## config.mk

```make
export PLATFORM = sky130hd
export DESIGN_NAME = pll_lock_sequencer_flat
export DESIGN_NICKNAME = d
export VERILOG_FILES = /design/src/rtl/pll_lock_sequencer_if.sv /design/src/rtl/pll_lock_sequencer.sv /design/src/flat_wrapper.sv
export SDC_FILE = /design/constraint.sdc
export NUM_CORES = 1
export LEC_CHECK = 0
export BUFFER_PORTS_ARGS = -buffer_cell sky130_fd_sc_hd__buf_2
export CAP_MARGIN = 10
export CORE_MARGIN = 4
export CORE_UTILIZATION = 61
export CTS_CLUSTER_DIAMETER = 150
export CTS_CLUSTER_SIZE = 28
export DETAILED_ROUTE_END_ITERATION = 12
export GPL_ROUTABILITY_DRIVEN = 0
export MAX_ROUTING_LAYER = met4
export PLACE_DENSITY = 0.91
export SLEW_MARGIN = 20
export SYNTH_ARGS = -nofsm -noshare
export SYNTH_HDL_FRONTEND = slang
export SYNTH_SLANG_ARGS = --single-unit
```

## constraint.sdc

```tcl
create_clock -name CLK -period 4.3 [get_ports CLK]
set_clock_uncertainty 0.2 [all_clocks]
set_input_delay 0 -clock CLK [delete_from_list [all_inputs] [get_ports CLK]]
set_output_delay 0 -clock CLK [all_outputs]
set_load 0.1 [all_outputs]
```

## src/rtl/pll_lock_sequencer_if.sv

```systemverilog
// PLL-side and system-side signals of the lock sequencer.
// The master modport is the sequencer's view; slave is the PLL/system view.
interface pll_lock_sequencer_if #(
  parameter int CNT_WIDTH = 8
);
  logic                 LOCKED;
  logic                 PWRDWN_REQ;
  logic                 PLL_RST;
  logic                 PLL_PWRDWN;
  logic                 SYS_RST;
  logic                 READY;
  logic                 TIMEOUT_ERR;
  logic [CNT_WIDTH-1:0] RETRY_CNT;
  logic [CNT_WIDTH-1:0] LOSS_CNT;

  modport master (
    input  LOCKED, PWRDWN_REQ,
    output PLL_RST, PLL_PWRDWN, SYS_RST, READY, TIMEOUT_ERR, RETRY_CNT, LOSS_CNT
  );

  modport slave (
    output LOCKED, PWRDWN_REQ,
    input  PLL_RST, PLL_PWRDWN, SYS_RST, READY, TIMEOUT_ERR, RETRY_CNT, LOSS_CNT
  );
endinterface

```

## src/rtl/pll_lock_sequencer.sv

```systemverilog
// Pulses PLL reset, waits for a stable synchronized lock, then releases the
// downstream system reset; retries on timeout and restarts on lock loss.
module pll_lock_sequencer #(
  parameter int RST_CYCLES    = 8,
  parameter int LOCK_TIMEOUT  = 1000,
  parameter int STABLE_CYCLES = 16,
  parameter int MAX_RETRIES   = 3,
  parameter int CNT_WIDTH     = 8
) (
  input logic                  CLK,
  input logic                  RST,
  pll_lock_sequencer_if.master bus
);

  localparam int CNT_MAX_A = (RST_CYCLES > LOCK_TIMEOUT) ? RST_CYCLES : LOCK_TIMEOUT;
  localparam int CNT_MAX   = (CNT_MAX_A > STABLE_CYCLES) ? CNT_MAX_A : STABLE_CYCLES;
  localparam int CW        = $clog2(CNT_MAX + 1);

  localparam logic [CW-1:0] RST_LAST     = CW'(RST_CYCLES - 1);
  localparam logic [CW-1:0] TIMEOUT_LAST = CW'(LOCK_TIMEOUT - 1);
  localparam logic [CW-1:0] STABLE_LAST  = CW'(STABLE_CYCLES - 1);
  localparam logic [31:0]   MAX_R        = 32'(MAX_RETRIES);

  typedef enum logic [2:0] {
    S_RESET,
    S_WAIT,
    S_STABLE,
    S_RUN,
    S_FAIL,
    S_PWRDN
  } state_t;

  state_t               r_state;
  state_t               w_next_state;
  logic [CW-1:0]        r_cnt;
  logic [CW-1:0]        w_cnt;
  logic                 r_sync1;
  logic                 r_sync2;
  logic [CNT_WIDTH-1:0] r_retry_cnt;
  logic [CNT_WIDTH-1:0] r_loss_cnt;
  logic [CNT_WIDTH-1:0] w_retry_cnt;
  logic [CNT_WIDTH-1:0] w_loss_cnt;
  logic [CNT_WIDTH-1:0] w_retry_inc;
  logic [CNT_WIDTH-1:0] w_loss_inc;

  logic r_pll_rst, r_pll_pwrdwn, r_sys_rst, r_ready, r_timeout_err;
  logic w_pll_rst, w_pll_pwrdwn, w_sys_rst, w_ready, w_timeout_err;

  assign w_retry_inc = (r_retry_cnt == '1) ? r_retry_cnt : r_retry_cnt + CNT_WIDTH'(1);
  assign w_loss_inc  = (r_loss_cnt  == '1) ? r_loss_cnt  : r_loss_cnt  + CNT_WIDTH'(1);

  // Registers, including the LOCKED synchronizer; r_sync2 is the usable lock.
  always_ff @(posedge CLK) begin
    // NOTE: non-blocking assignments so every flop samples pre-edge values.
    if (RST) begin
      r_state       <= S_RESET;
      r_cnt         <= '0;
      r_sync1       <= 1'b0;
      r_sync2       <= 1'b0;
      r_retry_cnt   <= '0;
      r_loss_cnt    <= '0;
      r_pll_rst     <= 1'b1;
      r_pll_pwrdwn  <= 1'b0;
      r_sys_rst     <= 1'b1;
      r_ready       <= 1'b0;
      r_timeout_err <= 1'b0;
    end else begin
      r_state       <= w_next_state;
      r_cnt         <= w_cnt;
      r_sync1       <= bus.LOCKED;
      r_sync2       <= r_sync1;
      r_retry_cnt   <= w_retry_cnt;
      r_loss_cnt    <= w_loss_cnt;
      r_pll_rst     <= w_pll_rst;
      r_pll_pwrdwn  <= w_pll_pwrdwn;
      r_sys_rst     <= w_sys_rst;
      r_ready       <= w_ready;
      r_timeout_err <= w_timeout_err;
    end
  end

  always_comb begin
    // NOTE: defaults first so no path leaves a signal unassigned (no latches).
    w_next_state = r_state;
    w_retry_cnt  = r_retry_cnt;
    w_loss_cnt   = r_loss_cnt;
    w_cnt        = r_cnt;

    if (bus.PWRDWN_REQ && (r_state != S_FAIL)) begin
      w_next_state = S_PWRDN;
    end else begin
      case (r_state)
        S_RESET: begin
          if (r_cnt == RST_LAST) w_next_state = S_WAIT;
        end
        S_WAIT: begin
          // A lock seen on the timeout cycle wins over the retry.
          if (r_sync2) begin
            w_next_state = S_STABLE;
          end else if (r_cnt == TIMEOUT_LAST) begin
            w_retry_cnt  = w_retry_inc;
            w_next_state = ((MAX_R != 32'd0) && (32'(w_retry_inc) >= MAX_R)) ? S_FAIL : S_RESET;
          end
        end
        S_STABLE: begin
          if (!r_sync2)                  w_next_state = S_WAIT;
          else if (r_cnt == STABLE_LAST) w_next_state = S_RUN;
        end
        S_RUN: begin
          if (!r_sync2) begin
            w_loss_cnt   = w_loss_inc;
            w_next_state = S_RESET;
          end
        end
        S_FAIL:  w_next_state = S_FAIL;
        S_PWRDN: w_next_state = S_RESET;
        default: w_next_state = S_RESET;
      endcase
    end

    if (w_next_state != r_state) begin
      w_cnt = '0;
    end else if ((r_state == S_RESET) || (r_state == S_WAIT) || (r_state == S_STABLE)) begin
      w_cnt = r_cnt + CW'(1);
    end
  end

  // Outputs are decoded from the next state and registered above.
  always_comb begin
    w_pll_rst     = 1'b0;
    w_pll_pwrdwn  = 1'b0;
    w_sys_rst     = 1'b1;
    w_ready       = 1'b0;
    w_timeout_err = 1'b0;
    case (w_next_state)
      S_RESET:  w_pll_rst = 1'b1;
      S_RUN: begin
        w_sys_rst = 1'b0;
        w_ready   = 1'b1;
      end
      S_FAIL: begin
        w_pll_rst     = 1'b1;
        w_timeout_err = 1'b1;
      end
      S_PWRDN: begin
        w_pll_rst    = 1'b1;
        w_pll_pwrdwn = 1'b1;
      end
      default: ;
    endcase
  end

  assign bus.PLL_RST     = r_pll_rst;
  assign bus.PLL_PWRDWN  = r_pll_pwrdwn;
  assign bus.SYS_RST     = r_sys_rst;
  assign bus.READY       = r_ready;
  assign bus.TIMEOUT_ERR = r_timeout_err;
  assign bus.RETRY_CNT   = r_retry_cnt;
  assign bus.LOSS_CNT    = r_loss_cnt;

endmodule

```

## src/flat_wrapper.sv

```systemverilog
// flat-port wrapper written by rule: the top's interface ports become plain ports
module pll_lock_sequencer_flat 
#(
  parameter int RST_CYCLES    = 8,
  parameter int LOCK_TIMEOUT  = 1000,
  parameter int STABLE_CYCLES = 16,
  parameter int MAX_RETRIES   = 3,
  parameter int CNT_WIDTH     = 8
)
  (CLK, RST, bus_LOCKED, bus_PWRDWN_REQ, bus_PLL_RST, bus_PLL_PWRDWN, bus_SYS_RST, bus_READY, bus_TIMEOUT_ERR, bus_RETRY_CNT, bus_LOSS_CNT);
  pll_lock_sequencer_if #(.CNT_WIDTH(CNT_WIDTH)) bus_i ();
  input logic CLK;
  input logic RST;
  input wire logic [$bits(bus_i.LOCKED)-1:0] bus_LOCKED;
  input wire logic [$bits(bus_i.PWRDWN_REQ)-1:0] bus_PWRDWN_REQ;
  output wire logic [$bits(bus_i.PLL_RST)-1:0] bus_PLL_RST;
  output wire logic [$bits(bus_i.PLL_PWRDWN)-1:0] bus_PLL_PWRDWN;
  output wire logic [$bits(bus_i.SYS_RST)-1:0] bus_SYS_RST;
  output wire logic [$bits(bus_i.READY)-1:0] bus_READY;
  output wire logic [$bits(bus_i.TIMEOUT_ERR)-1:0] bus_TIMEOUT_ERR;
  output wire logic [$bits(bus_i.RETRY_CNT)-1:0] bus_RETRY_CNT;
  output wire logic [$bits(bus_i.LOSS_CNT)-1:0] bus_LOSS_CNT;
  assign bus_i.LOCKED = bus_LOCKED;
  assign bus_i.PWRDWN_REQ = bus_PWRDWN_REQ;
  assign bus_PLL_RST = bus_i.PLL_RST;
  assign bus_PLL_PWRDWN = bus_i.PLL_PWRDWN;
  assign bus_SYS_RST = bus_i.SYS_RST;
  assign bus_READY = bus_i.READY;
  assign bus_TIMEOUT_ERR = bus_i.TIMEOUT_ERR;
  assign bus_RETRY_CNT = bus_i.RETRY_CNT;
  assign bus_LOSS_CNT = bus_i.LOSS_CNT;
  pll_lock_sequencer #(.RST_CYCLES(RST_CYCLES), .LOCK_TIMEOUT(LOCK_TIMEOUT), .STABLE_CYCLES(STABLE_CYCLES), .MAX_RETRIES(MAX_RETRIES), .CNT_WIDTH(CNT_WIDTH)) u_core (.CLK(CLK), .RST(RST), .bus(bus_i));
endmodule
```

==> results.cfg, run 1 <==
[sta]
rsz0062_at_grt = no
tightest_slew_ps = 732
fmaxAchievable_ghz = 0.373
hold_viol_final = 0
slew-limit-headroom = 0.500
setup_viol = 0
period_share = 0.623
maxSlewViolCount = 0
tns_ps = 0
fin_crit_ps = 2680
holdWs_ps = 248
setup_ws_ps = 1620

[worst_setup_path]
reg2reg_depth = 6
path_max_fanout = 10
required_ps = 4360
r2r_setup_slack_ps = 1620
crit_family = simple AND/OR/NAND/NOR gates
arrival_ps = 2740
path_cells = ha_1 > and3_1 > or4b_1 > and3_1 > a211o_2 > a211oi_1
end_kind = register
worst-path-buf-inv = 0
rr_startpoint = u_core.bus.RETRY_CNT[0]
crit_top_cell = and3_1
slowest_delay_ps = 470
reg2reg_to = u_core.r_cnt[9]
path_class = register to register
slowest_stage = dfxtp_1
cp-start-kind = register

[power]
ir_drop_v = 0.000173
total_power_uw = 635
p_per_area_nw_per_um2 = 300
p_leak_nw = 0.814

[cts]
clk_latency_ps = 340
clockBufferDepth = 2
clk_pin_slew_ps = 110
ctsHoldBuffers = 4
cts_made_buffers = 5
h-tree-depth = 2
cts_tree = built
cts_setup_buffers = 0
cts_sinks = 36
root_buffer = clkbuf_4
cts_resized = 0

[routing]
first_pass_iters = 4
final_antenna_net_count = 0
drtIter0Drc = 144
drc = 0
routed_via_density = 6.11
wl_per_cell_um = 14.2
via_count = 1655
routed_wirelength_um = 3850

[finish]
nets = 246
final_cells = 271
n_fill_cell = 201
num_antenna_cells = 0
fin_area_um2 = 2120
drive_gt1_frac = 0.192
final_util = 0.743
synthToLayoutAreaGrowth_pct = 12.3

[placed_design]
place_area_um2 = 2000
preCtsSetupSlack_ps = 1660
portBuffers = 24
hpwl_um = 2600
place_inst = 259

[global_route]
grt_pass1_vias = 1509
grt_usage = 0.210
grt_overflow = 0
grt_pass1_wl_um = 6660
antenna_found_initial = 0
grt_max_degree = 25

[min_path]
min_from = u_core.r_sync1
holdPathStages = 1
min_path_type = register to register
min_to = u_core.r_sync2

[synth]
synth-main-ff-cell = dfxtp_1
ys_types = 55
syn-num-nets = 218
synth_area_per_cell_um2 = 8.95
synthArstFlopShare = 0
synth-seq-cells = 36
yosysTopAreaCell = dfxtp_1
synth_warnings = 0
post-synth-top-area-fraction = 0.382
synth_edf_count = 0
synth_cells = 211
ys_seq_area_frac = 0.382
synthTopCellsByArea = dfxtp_1 38%, a211oi_1 5.2%, xnor2_1 4.6%, nand2_1 3.4%, xor2_1 3.2%
syn-cell-area_um2 = 1890

[status]
status = finished clean

[die]
dieArea_um2 = 4050
io_pins = 25
start_util = 0.662
core-area_um2 = 2850
core.rowCount = 19
die_x_um = 63.6
die_h_um = 63.6

[flow_run]
maxCapViolCount = 0
==> how the worst max path moves through the flow <==
stage                            startpoint               to  slack [ps]  cells past startpoint
floorplan           u_core.bus.RETRY_CNT[0]  u_core.r_cnt[0]        1130                      7
finish              u_core.bus.RETRY_CNT[0]  u_core.r_cnt[9]        1620                      6
global placement    u_core.bus.RETRY_CNT[0]  u_core.r_cnt[1]        1780                      6
global route        u_core.bus.RETRY_CNT[0]  u_core.r_cnt[9]        1440                      6
CTS                 u_core.bus.RETRY_CNT[0]  u_core.r_cnt[9]        1620                      6
detailed placement  u_core.bus.RETRY_CNT[0]  u_core.r_cnt[2]        1660                      6
==> sequential cells by signal, indices dropped and copies added (netlist names) <==
| register | cells |
|---|---|
| u_core.bus.LOSS_CNT | 8 |
| u_core.bus.READY | 1 |
| u_core.r_cnt | 10 |
| u_core.bus.RETRY_CNT | 8 |
| u_core.r_state | 3 |
| u_core.r_sync2 | 1 |
| u_core.bus.PLL_RST | 1 |
| u_core.r_sync1 | 1 |
| u_core.bus.PLL_PWRDWN | 1 |
| u_core.bus.SYS_RST | 1 |
| u_core.bus.TIMEOUT_ERR | 1 |
==> kinds of logic (layout without fill, tap and decap cells) <==
logic type,count (synthesis),count (layout),synth area share
multiplexers,4,4,0.0278
AND/OR/NAND/NOR,102,102,0.309
flip-flops,36,36,0.382
buffers and inverters,9,38,0.0285
AO/OA/AOI/OAI,40,40,0.154
XOR/XNOR,17,17,0.0789
adder cells (fa/ha/maj),3,3,0.0199
==> power by group <==
| group | switching [mW] | internal, mW | total, mW |
|---|---|---|---|
| combinational | 0.0362 | 0.0183 | 0.0544 |
| sequential | 0.00592 | 0.339 | 0.344 |
| clock | 0.115 | 0.121 | 0.236 |
| total | 0.157 | 0.478 | 0.635 |
==> metal layers <==
metal,track usage,routed length [um],vias to the layer above
met5,-,0,-
met2,0.338,1770,48
li1,-,-,837
met3,0.0657,236,6
met4,0.0836,58,0
met1,0.243,1780,764
==> layout make-up <==
type	instances	area, um2	share of cell area
clock buffers	5	37.5	0.0177
inverters	2	7.51	0.00354
repair buffers	28	160	0.0755
flip-flops and latches	36	721	0.340
multi-input cells	166	1110	0.525
well taps	31	38.8	0.0183
clock inverters	3	42.5	0.0201
==> cell usage after synthesis, types with 3 or more instances <==
cell type and number:
a31oi_1 4, mux2i_1 3, nand2b_1 3, nand3_1 10
xnor2_1 10, and2_1 5, or4_1 4, nand4_1 4
nor4_1 4, nand2_1 17, xor2_1 7, ha_1 3
a211oi_1 13, nor3_1 12, clkbuf_1 3, o21ai_0 3
nor2_1 15, dfxtp_1 36, nor2b_1 3, a21oi_1 8
and3_1 5
==> worst register-to-register path, delay by kind of cell (launching register included) <==
family	cells	cell delay (ps)
AND/OR/NAND/NOR	3	910
AO/OA/AOI/OAI	2	690
flip-flops	1	470
adder cells (fa/ha/maj)	1	320
==> cell usage in the layout, fill, tap and decap left out, types with 2 or more instances in the layout <==
master	instances
dfxtp_1	36
buf_2	24
nand2_1	17
nor2_1	15
a211oi_1	13
nor3_1	12
nand3_1	10
xnor2_1	10
a21oi_1	8
xor2_1	7
and3_1	5
and2_1	5
clkbuf_4	5
nand4_1	4
a31oi_1	4
or4_1	4
nor4_1	4
dlygate4sd3_1	4
nor2b_1	3
nand2b_1	3
mux2i_1	3
o21ai_0	3
ha_1	3
a211o_1	2
nand3b_1	2
nor4bb_1	2
nor3b_1	2
or2_2	2
No activity file was read; power rests on OpenSTA's default activity.
==> run 2, diff against run 1 <==
Settings changed: CORE_UTILIZATION 61 to 57, PLACE_DENSITY 0.91 to 0.86.
Clock period 4.3 ns to 2.5 ns, I/O delays scaled along.
==> run 2 against run 1 <==
Against the previous run: power rose by 69%; non-clock buffer count rose by 2; fmax rose by 11%.
==> results.cfg, run 2 (synthesis results as in run 1) <==
[status]
status = finished clean

[worst_setup_path]
path_max_fanout = 10
slowest_delay_ps = 450
slowest_stage = or4b_1
path_class = register to register
worst-path-buf-inv = 0
required_ps = 2550
crit_family = simple AND/OR/NAND/NOR gates
arrival_ps = 2460
rr_startpoint = u_core.bus.RETRY_CNT[0]
path_cells = ha_4 > and3_1 > or4b_1 > and3_1 > a211o_4 > a211oi_1
reg2reg_to = u_core.r_cnt[3]
crit_top_cell = and3_1
r2r_setup_slack_ps = 90
reg2reg_depth = 6
end_kind = register
cp-start-kind = register

[global_route]
grt_pass1_wl_um = 6570
grt_overflow = 0
grt_max_degree = 25
grt_usage = 0.202
antenna_found_initial = 0
grt_pass1_vias = 1538

[die]
dieArea_um2 = 4300
die_x_um = 65.6
die_h_um = 65.6
core.rowCount = 20
start_util = 0.608
io_pins = 25
core-area_um2 = 3100

[finish]
regMostFlops = u_core.r_cnt
final_cell_mix = 26 x dfxtp_1, 24 x buf_2, 17 x nand2_1
multi_input_area_um2 = 1150
final_util = 0.710
regArea_um2 = 741
num_antenna_cells = 0
largest_reg_flops = 10
nets = 248
drive_gt1_frac = 0.248
final_cells = 286
n_fill_cell = 244
synthToLayoutAreaGrowth_pct = 16.6
final_common_cell = dfxtp_1

[routing]
via_count = 1683
routed_wirelength_um = 3870
final_antenna_net_count = 0
routed_via_density = 5.88
drtIter0Drc = 96
drc = 0
first_pass_iters = 4
wl_per_cell_um = 13.5

[sta]
tightest_slew_ps = 784
fmaxAchievable_ghz = 0.415
slew-limit-headroom = 0.464
tns_ps = 0
period_share = 0.964
maxSlewViolCount = 0
fin_crit_ps = 2410
hold_viol_final = 0
holdWs_ps = 243
setup_viol = 0

[flow_run]
maxCapViolCount = 0

[cts]
cts_tree = built
cts_sinks = 36
cts_made_buffers = 5
clk_pin_slew_ps = 100
clk_latency_ps = 330
h-tree-depth = 2
root_buffer = clkbuf_4
clockBufferDepth = 2
cts_setup_buffers = 0

[min_path]
min_to = u_core.r_sync2
holdPathStages = 1
min_from = u_core.r_sync1
min_path_type = register to register

[placed_design]
hpwl_um = 2660
place_inst = 274
portBuffers = 24

[power]
p_per_area_nw_per_um2 = 489
total_power_mw = 1.08
ir_drop_v = 0.000289
p_leak_nw = 0.829
-- run 2: cell count changes in the layout (fill, tap and decap cells not counted), moves of 2 or more --
cell      before  now
dfxtp_1       36   26
dfxtp_2        0    7
a211oi_1      13   10
a211oi_2       0    3
dfxtp_4        0    3
buf_4          0    2
clkinv_1       1    3
-- run 2: how the worst max path moves through the flow --
stage                       startpoint                     end  slack (ps)  cells past startpoint
5_1_grt                 u_core.r_sync2  u_core.bus.TIMEOUT_ERR         -10                      6
2_1_floorplan  u_core.bus.RETRY_CNT[0]         u_core.r_cnt[0]           4                      7
6_report       u_core.bus.RETRY_CNT[0]         u_core.r_cnt[3]          90                      6
4_1_cts                u_core.r_cnt[5]         u_core.r_cnt[0]          80                      5
3_5_place_dp           u_core.r_cnt[5]         u_core.r_cnt[0]         110                      5
3_3_place_gp   u_core.bus.RETRY_CNT[0]         u_core.r_cnt[2]         180                      6
-- run 2: metrics by stage --
stage / worst slack [ps] / cell area, um2
after floorplan: 3.52 / 1920
after global placement: 179 / 2060
after detailed placement: 113 / 2060
after CTS: 84.4 / 2180
after global routing: -11.9 / 2200
final: 90.8 / 2200
-- run 2: final cells by class --
class,count,share of cell area
sequential,36,0.336
clock inverter,3,0.0170
inverter,2,0.00341
tap,44,0.0250
multi-input combinational,166,0.522
clock buffer,5,0.0170
timing repair buffer,30,0.0795
-- run 2: per-layer routing --
metal | share of wire | wire length, um | global-route usage
met1 | 0.45 | 1750 | 0.234
met4 | 0.022 | 86 | 0.0933
met5 | 0 | 0 | -
met3 | 0.044 | 170 | 0.0410
met2 | 0.48 | 1850 | 0.335
-- run 2: repair_timing --
| item | 4_1_cts | 5_1_grt |
|---|---|---|
| resized for setup | 0 | 4 |
| endpoints found under the setup margin | 0 | 5 |
| endpoints found under the hold margin | 36 | 0 |
| hold buffers | 4 | 0 |
-- run 2: power breakdown --
group / leakage [nW] / internal (mW) / total, mW / switching, mW
combinational: 0.491 / 0.0351 / 0.103 / 0.0680
sequential: 0.298 / 0.579 / 0.586 / 0.00771
clock: 0.0403 / 0.204 / 0.387 / 0.182
==> run 3, diff against run 2 <==
Settings changed: SETUP_SLACK_MARGIN set to 0.4.
==> run 3 against run 2 <==
Against the previous run: wire length is 74% higher; die area unchanged; clock power fell by 13%; critical path depth unchanged; global-route usage rose by 10 points; combinational power up 50%; fmax grew 1.7%.
==> results.cfg, run 3 (synthesis results as in run 1) <==
[die]
core.rowCount = 20
dieArea_um2 = 4300
io_pins = 25
start_util = 0.608
die_x_um = 65.6
die_h_um = 65.6
core-area_um2 = 3100

[cts]
cts_tree = built
cts_made_buffers = 5
h-tree-depth = 2
root_buffer = clkbuf_4
clockBufferDepth = 2
clk_pin_slew_ps = 100
clk_latency_ps = 360
cts_sinks = 36

[worst_setup_path]
path_cells = or4_4 > or4_4 > o211a_4 > mux2i_4 > buf_6 > a211oi_2
cp-start-kind = register
end_kind = register
path_class = register to register
slowest_delay_ps = 550
crit_start = u_core.r_cnt[5]
slowest_stage = or4_4
rr_startpoint = u_core.r_cnt[5]
arrival_ps = 2420
path_max_fanout = 4
required_ps = 2550
crit_top_cell = or4_4

[global_route]
grt_pass1_wl_um = 9580
grt_pass1_vias = 1901
grt_usage = 0.302
grt_max_degree = 25
grt_overflow = 0
antenna_found_initial = 0

[finish]
n_fill_cell = 151
synthToLayoutAreaGrowth_pct = 36.8
final_util = 0.832
num_antenna_cells = 0
final_common_cell = buf_2
nets = 269
regMostFlops = u_core.r_cnt
final_cell_mix = 24 x buf_2, 17 x nand2_1, 16 x dfxtp_2
largest_reg_flops = 10
drive_gt1_frac = 0.464

[min_path]
min_path_type = register to register
min_from = u_core.r_sync1

[placed_design]
portBuffers = 24
hpwl_um = 2850
preCtsSetupSlack_ps = 53.0

[power]
p_int_uw = 775
p_seq_frac = 0.546
p_comb_frac = 0.143
power.net_switching_uw = 302
p_leak_nw = 0.970
pwr-share-clk = 0.311
p_per_area_nw_per_um2 = 417
ir_drop_v = 0.000399
total_power_mw = 1.08
swShare = 0.281

[routing]
drc = 0
drtIter0Drc = 241
routed_wirelength_um = 6720
final_antenna_net_count = 0
wl_per_cell_um = 21.9
routed_via_density = 6.90
first_pass_iters = 5
via_count = 2118

[sta]
setup_ws_ps = 132
slew-limit-headroom = 0.602
holdWs_ps = 277
tightest_slew_ps = 596
fmaxAchievable_ghz = 0.422
rsz0062_at_grt = yes
maxSlewViolCount = 0
hold_viol_final = 0
tns_ps = 0
setup_viol = 0
fin_crit_ps = 2370
period_share = 0.947

[flow_run]
maxCapViolCount = 0

[status]
status = finished clean
-- run 3: critical path: cells and delay by family, from the launching register on --
| family | cells | cell delay, ps |
|---|---|---|
| buf+inv | 1 | 170 |
| compound gates | 2 | 340 |
| flops | 1 | 350 |
| simple gates | 2 | 980 |
| mux | 1 | 230 |
-- run 3: path summary, 6_finish.rpt --
check                                       end  slack (ps)  depth (start not counted)
worst max-delay path            u_core.r_cnt[5]         130                          6
worst min-delay path             u_core.r_sync2         280                          1
worst max register to register  u_core.r_cnt[5]         130                          6
worst min register to register   u_core.r_sync2         280                          1
-- run 3: repair_timing --
| item | in CTS | in global routing |
|---|---|---|
| setup endpoints to repair | 27 | 26 |
| setup buffers | 17 | 2 |
| pin swaps | 19 | 10 |
| hold endpoints to repair | 34 | 0 |
| gates cloned | 1 | 0 |
| gates resized for setup | 31 | 17 |
| hold buffers | 5 | 0 |
-- run 3: routing by layer --
layer	track usage	vias to the layer above	share of wire
met5	-	-	0
met4	0.155	0	0.078
met3	0.0598	61	0.10
met2	0.484	187	0.46
met1	0.360	975	0.35
li1	-	895	-
-- run 3: area by class of cell --
type | instances | area [um2] | share of cell area
repair buffers | 50 | 350 | 0.136
inverters | 2 | 7.51 | 0.00291
well taps | 44 | 55.1 | 0.0213
multi-input cells | 167 | 1340 | 0.519
clock buffers | 8 | 58.8 | 0.0228
flip-flops and latches | 36 | 771 | 0.298
-- run 3: through the flow --
stage                     instances  cell area [um2]
after floorplan                 211             1990
after global placement          274             2140
after detailed placement        274             2140
after CTS                       305             2500
after global routing            307             2580
final                           307             2580
-- run 3: power by group through the flow --
stage | logic (mW) | clock network (mW) | registers (mW)
after floorplan | 0.0665 | 0 | 0.615
after global placement | 0.0962 | 0 | 0.600
after detailed placement | 0.0986 | 0 | 0.600
after CTS | 0.135 | 0.331 | 0.584
after global routing | 0.160 | 0.371 | 0.589
final | 0.154 | 0.335 | 0.588
